File: src/rtl/dmem_arbiter.sv
// Two-port arbiter around a DEPTH-word data memory shared by the pipeline MEM stage (core)
// and the external loader/debug port. Grants are combinational; read data returns one cycle later.
module dmem_arbiter #(
    parameter int unsigned DEPTH    = 32,
    parameter int unsigned MAX_WAIT = 4
) (
    input  logic        clk,
    input  logic        RN,
    input  logic        prio_core,
    input  logic        c_req,
    input  logic        c_we,
    input  logic [31:0] c_addr,
    input  logic [31:0] c_wdata,
    output logic        c_gnt,
    output logic        c_rvalid,
    output logic [31:0] c_rdata,
    input  logic        l_req,
    input  logic        l_we,
    input  logic [31:0] l_addr,
    input  logic [31:0] l_wdata,
    output logic        l_gnt,
    output logic        l_rvalid,
    output logic [31:0] l_rdata,
    output logic        addr_err,
    output logic [2:0]  starve_cnt
);
    localparam int unsigned AW = (DEPTH > 1) ? $clog2(DEPTH) : 1;
    localparam logic [2:0] MaxWaitCnt = 3'(MAX_WAIT);

    logic [31:0] mem [DEPTH];
    logic        last_gnt_q;   // 0 = core, 1 = loader
    logic [2:0]  starve_q, starve_d;

    logic        acc;
    logic        sel_we;
    logic [31:0] sel_addr;
    logic [31:0] sel_wdata;
    logic        in_range;
    logic [AW-1:0] idx;
    logic [31:0] rd_word;

    always_comb begin
        c_gnt = 1'b0;
        l_gnt = 1'b0;
        if (c_req && l_req) begin
            if (prio_core) begin
                // Loader is force-granted once it has waited MAX_WAIT cycles.
                if (starve_q == MaxWaitCnt) l_gnt = 1'b1;
                else                        c_gnt = 1'b1;
            end else if (last_gnt_q) begin
                c_gnt = 1'b1;
            end else begin
                l_gnt = 1'b1;
            end
        end else if (c_req) begin
            c_gnt = 1'b1;
        end else if (l_req) begin
            l_gnt = 1'b1;
        end
    end

    always_comb begin
        acc       = c_gnt | l_gnt;
        sel_we    = l_gnt ? l_we    : c_we;
        sel_addr  = l_gnt ? l_addr  : c_addr;
        sel_wdata = l_gnt ? l_wdata : c_wdata;
        in_range  = (sel_addr < DEPTH);
        idx       = sel_addr[AW-1:0];
        rd_word   = in_range ? mem[idx] : 32'd0;
    end

    always_comb begin
        starve_d = 3'd0;
        if (l_req && !l_gnt) begin
            starve_d = (starve_q == MaxWaitCnt) ? starve_q : starve_q + 3'd1;
        end
    end

    assign starve_cnt = starve_q;

    always_ff @(posedge clk or posedge RN) begin
        if (RN) begin
            for (int i = 0; i < int'(DEPTH); i++) mem[i] <= 32'd0;
            last_gnt_q <= 1'b1;
            starve_q   <= 3'd0;
            c_rvalid   <= 1'b0;
            l_rvalid   <= 1'b0;
            c_rdata    <= 32'd0;
            l_rdata    <= 32'd0;
            addr_err   <= 1'b0;
        end else begin
            c_rvalid <= c_gnt && !c_we;
            l_rvalid <= l_gnt && !l_we;
            addr_err <= acc && !in_range;
            if (c_gnt && !c_we) c_rdata <= rd_word;
            if (l_gnt && !l_we) l_rdata <= rd_word;
            if (acc && sel_we && in_range) mem[idx] <= sel_wdata;
            if (acc) last_gnt_q <= l_gnt;
            starve_q <= starve_d;
        end
    end

endmodule

File: config.mk
export PLATFORM = sky130hd
export DESIGN_NAME = dmem_arbiter
export DESIGN_NICKNAME = d
export VERILOG_FILES = /design/src/rtl/dmem_arbiter.sv
export SDC_FILE = /design/constraint.sdc
export NUM_CORES = 2
export LEC_CHECK = 0
export CORE_MARGIN = 1
export CORE_UTILIZATION = 43
export DETAILED_ROUTE_END_ITERATION = 8
export DONT_BUFFER_PORTS = 1
export MAX_ROUTING_LAYER = met4
export PLACE_DENSITY_LB_ADDON = 0.25
export SYNTH_ARGS = -nofsm -noshare
export SYNTH_HDL_FRONTEND = slang
export SYNTH_SLANG_ARGS = --single-unit
File: constraint.sdc
create_clock -name clk -period 45.3 [get_ports clk]
set_input_delay 4.53 -clock clk [delete_from_list [all_inputs] [get_ports clk]]
set_output_delay 4.53 -clock clk [all_outputs]
set_load 0.02 [all_outputs]
Word level (Yosys, flattened, before mapping) --
Index checks and enable logic that the tools add are counted.
Storage, ports and cells: flip-flop bits (word level) 1095, bits of input ports 135, output and inout bits 72, word-level logic and storage cells 82
Operators by class: $add $sub $neg 1, order comparisons 3, equality and inequality tests 2, multiplexer cells 23, bitwise logic cells 2, reductions and logical operators 12
Operators with widths (count):
- bitwise mux 1024 bit | 1
- 2-to-1 mux 32 bit | 6
- binary-select mux 32 bit (select 5 bit) | 1
- demux 32 bit (select 5 bit) | 1
- less-than comparator 32 x 6 -> 1 bit, second input constant | 1
- 2-to-1 mux 1 bit | 12
- logical AND 1 bit | 8
- >= comparator 6 bit, second input constant | 1
- less-than comparator 6 x 1 -> 1 bit, second input constant | 1
- 2-to-1 mux 3 bit | 2
- inverter 5 -> 6 bit | 1
- zero test 1 bit | 4
- adder 3 x 1 -> 3 bit, second input constant | 1
- == test 3 bit, second input constant | 1
- inequality test 2 bit, second input constant | 1
- OR 1 bit | 1

Depth between registers and ports, before layout --
depth in word-level cells 11, depth in mapped cells 14, gate-level depth less buffers 10

Worst setup path after synthesis --
No wires, ideal clock.
kind input to output, from input prio_core, to output l_gnt, arrival 5.785 ns, data required time 40.770 ns, path slack 34.985 ns, stages 6, path buffers 3, cells stage by stage o21ai_1 o21ai_4 inv_2 buf_2 buf_2 buf_2
Between the ends: cells in the longest elaborated chain, start to end 2
Ends and longest elaborated chain:
- from (decl) | RTL line 9 | input logic prio_core,
- 2-to-1 mux 1 bit | RTL line 46 | if (prio_core) begin
- 2-to-1 mux 1 bit | RTL line 45 | if (c_req && l_req) begin
- to (decl) | RTL line 21 | output logic l_gnt,
No other way between the ends.

Worst setup path after layout --
Ends and elaborated chain as after synthesis.

==> summary.md <==
| Metric | Value |
|---|---|
| Clock slew at reported path FFs | `approximately 0.06 ns` |
| Utilization of the core after routing | `between 40% and 50%` |
| Aggregate global routing overflow | `0` |
| Routability congestion estimate from global placement | `0.821` |
| Ratio of cells with drive above 1 in the final layout | `under 10%` |
| Critical-path maximum fanout | `63` |
| Die span in y | `354 um` |
| Post-cts sizing count | `0` |
| Final design area excluding fillers | `just under 60000 um^2` |
| Detailed Route WL | `183000 um` |
| # fillers | `approximately 12k` |
| TritonCTS clock tree | `yes` |
| Total power | `2.18 mW` |
| Cell type contributing the most total cell area after synthesis | `sky130_fd_sc_hd__dfrtp_1` |
| Part of the cycle the worst path needs | `roughly 22%` |
| DRC violations left | `0` |
| Std-Cell Rows | `128` |
| Area added between synthesis and finish | `9.44%` |
| Count of clock tree sinks | `around 1.1k` |
| Run status | `finished clean` |
| Core ar. | `122000 um^2` |
| Die width | `around 350 um` |
| Reg-to-Reg Start | `starve_cnt[1]` |
| Least-Margin Pin Slew | `between 1 and 1.5 ns` |
| Setup fix buffers added after clock tree synthesis | `0` |
| Antenna Violating Nets Remaining | `0` |
| Via count of the first global-routing pass | `42.3k` |
| Initial DRC Count | `between 4k and 5k` |
| Total number of H-tree levels | `3` |
| Cells on worst reg2reg path | `13` |
| Dpl ws | `between 30 and 40 ns` |
| Number of cells traversed by the worst hold path | `2` |
| Yosys cell types | `46` |
| Largest net degree at the start of global routing | `about 170` |
| Area of the die | `between 100000 and 150000 um^2` |
| Switching pwr | `~0.57 mW` |
| Relative slew slack | `18.8%` |
| Number of non-filler instances in the completed layout | `7319` |
| DP Wirelength | `between 90000 and 100000 um` |
| Cell with the most instances after synthesis | `sky130_fd_sc_hd__nand2_1` |
| Type of the tightest min-delay check | `reg -> reg` |
| Port Buffers | `0` |
| Post-detailed-route wirelength per cell | `~25 um` |
| Launch instance of the worst min-delay path | `mem[280]` |
| Clock latency on the worst-skew pair | `0.75 ns` |
| Portion of total power attributed to combinational logic | `10.0%` |
| Initial antenna violation count | `6` |
| Max-Cap Viols | `0` |
| Number of hold buffers added after CTS | `0` |
| Setup repair after global routing missed its margin | `false` |
| Nets | `approximately 5.7k` |
| Number of register bits inferred by synthesis | `between 1k and 1.5k` |
| Yosys warnings | `0` |
| Number of enable flip-flop cells after synthesis | `0` |
| Setup slack of the critical path after layout | `approximately 35 ns` |
| Final clock skew | `between 0.02 and 0.03 ns` |
| Longest Clk Path Bufs | `3` |
| R2r endpoint | `c_rdata[15]` |
| Cts bufs inserted | `roughly 120` |
| Standard cell area after detailed placement | `54400 um^2` |
| Area of the mapped netlist | `between 50000 and 60000 um^2` |
| Seq pwr share | `around 45%` |
| Total number of vias | `approximately 44k` |
| Post-synth ARST share | `100%` |
| Type of the worst setup path | `in -> out` |
| Max-slew violation count | `0` |
| Switching share of total power | `25.9%` |
| Req. time, crit path | `approximately 41 ns` |
| Critical path startpoint category | `input pin` |
| Area share of the leading cell type in the synthesized netlist | `between 50% and 60%` |
| Total power per unit cell area | `roughly 37 nW/um^2` |
| Pleak | `around 26 nW` |
| Post-synth top cells | `1099 x sky130_fd_sc_hd__nand2_1, 1094 x sky130_fd_sc_hd__dfrtp_1, 988 x sky130_fd_sc_hd__o21ai_0, 518 x sky130_fd_sc_hd__nor2_1, 477 x sky130_fd_sc_hd__clkbuf_1` |
| Total internal power | `about 1.6 mW` |
| Starting density of the core | `between 40% and 50%` |
| Worst min-delay path endpoint | `mem[280]` |
| Maximum ir drop on the vdd rail | `just under 0.03 mV` |
| Total Routing Usage GR | `between 20% and 30%` |
| Clock power share | `between 40 and 50%` |
| Smallest hold slack | `around 0.48 ns` |
| Buffer cell driving the clock tree root | `sky130_fd_sc_hd__clkbuf_16` |
| Number of nets produced by synthesis | `between 6k and 7k` |
| Min cycle time layout | `10.02 ns` |
| Final setup vio count | `0` |
| Cells after Synth | `slightly below 6k` |
| Fmax | `approximately 100 MHz` |
| Mean post-synth cell area | `between 8 and 9 um^2` |
| Synth top area cells | `sky130_fd_sc_hd__dfrtp_1 51%, sky130_fd_sc_hd__o21ai_0 9.3%, sky130_fd_sc_hd__mux2i_1 8.4%` |
| Worst path arrival time | `around 5.5 ns` |
| Final-report hold violation count | `0` |
| Setup slack on the worst flop-to-flop path | `roughly 39 ns` |
| Ys flop type | `sky130_fd_sc_hd__dfrtp_1` |
| DRT Pass-1 Iters | `6` |
| Part of the Yosys area used for sequential elements | `roughly 51%` |
| Total negative setup slack | `0 ns` |
| DR vias/cell | `between 6 and 7` |
| Endpoint kind of the worst setup timing path | `primary output` |
| Instance count after placement with tap cells included | `just over 7k` |
| I/O Pins | `~210` |
| Wire length of the first global-routing pass | `about 280000 um` |
-- kinds of logic (layout without fill, tap and decap cells) --
| kind of cell | count (synthesis) | count (layout) | synth area share (%) |
|---|---|---|---|
| and+or+nand+nor | 2118 | 2118 | 17.8 |
| AOI/OAI and AO/OA | 1673 | 1673 | 17.6 |
| DFF | 1095 | 1095 | 51.4 |
| buffers and inverters | 599 | 343 | 4.49 |
| muxes | 458 | 458 | 8.67 |
| adders and majority gates | 2 | 2 | 0.0470 |
| xor gates and xnor gates | 1 | 1 | 0.0164 |
| other | 0 | 4 | 0 |
-- how the worst max path moves through the flow --
stage / start / to / slack (ns)
2_1_floorplan: RN / addr_err / 9.94
5_1_grt: prio_core / l_gnt / 35.20
3_3_place_gp: prio_core / l_gnt / 35.27
3_5_place_dp: prio_core / l_gnt / 35.26
4_1_cts: prio_core / l_gnt / 35.26
6_report: prio_core / l_gnt / 35.28
-- per-layer routing --
| layer | up-vias | part of all wire (%) | wire [um] | track usage [%] |
|---|---|---|---|---|
| met5 | - | 0 | 0 | - |
| met4 | 0 | 3.5 | 6490 | 10.4 |
| met3 | 341 | 8.1 | 14800 | 5.25 |
| met2 | 1694 | 44 | 80400 | 44.1 |
| met1 | 22200 | 44 | 81400 | 41.7 |
| li1 | 20200 | - | - | - |
-- layout make-up --
class | instances | area, um^2 | area share [%]
Antenna cell | 4 | 10.0 | 0.0172
Clock buffer | 182 | 3520 | 6.04
Clock inverter | 36 | 400 | 0.687
Inverter | 10 | 52.6 | 0.0901
Multi-Input combinational cell | 4252 | 24000 | 41.2
Sequential cell | 1095 | 27400 | 47.0
Tap cell | 1625 | 2030 | 3.49
Timing Repair Buffer | 115 | 888 | 1.52
-- power groups by stage --
stage	Combinational (mW)	Sequential (mW)	Clock (mW)
final	0.219	0.979	0.983
after global routing	0.235	0.978	1.03
after CTS	0.216	0.979	0.995
after detailed placement	0.216	0.997	0
after global placement	0.215	0.997	0
after floorplan	0.154	0.999	0
-- state kept, by name (all words and copies together) (netlist names) --
register	cells
l_rvalid	1
starve_cnt	3
c_rdata	32
last_gnt_q	1
l_rdata	32
addr_err	1
c_rvalid	1
mem	1024
-- cells in the final DEF (no fill, tap or decap), types with 119 or more instances in the layout --
master and count:
sky130_fd_sc_hd__o22ai_1 256, sky130_fd_sc_hd__dfrtp_1 1094, sky130_fd_sc_hd__mux2i_1 412, sky130_fd_sc_hd__o21ai_0 988, sky130_fd_sc_hd__nand2_1 1097, sky130_fd_sc_hd__nor3_1 138, sky130_fd_sc_hd__nor2_1 517, sky130_fd_sc_hd__nor3b_1 186
sky130_fd_sc_hd__clkbuf_16 119, sky130_fd_sc_hd__o21ai_1 231
-- critical path, cell delays in order --
cell,delay (ns)
sky130_fd_sc_hd__o21ai_1,0.36
sky130_fd_sc_hd__o21ai_4,0.13
sky130_fd_sc_hd__inv_8,0.43
Power figures use the tool's default switching activity.
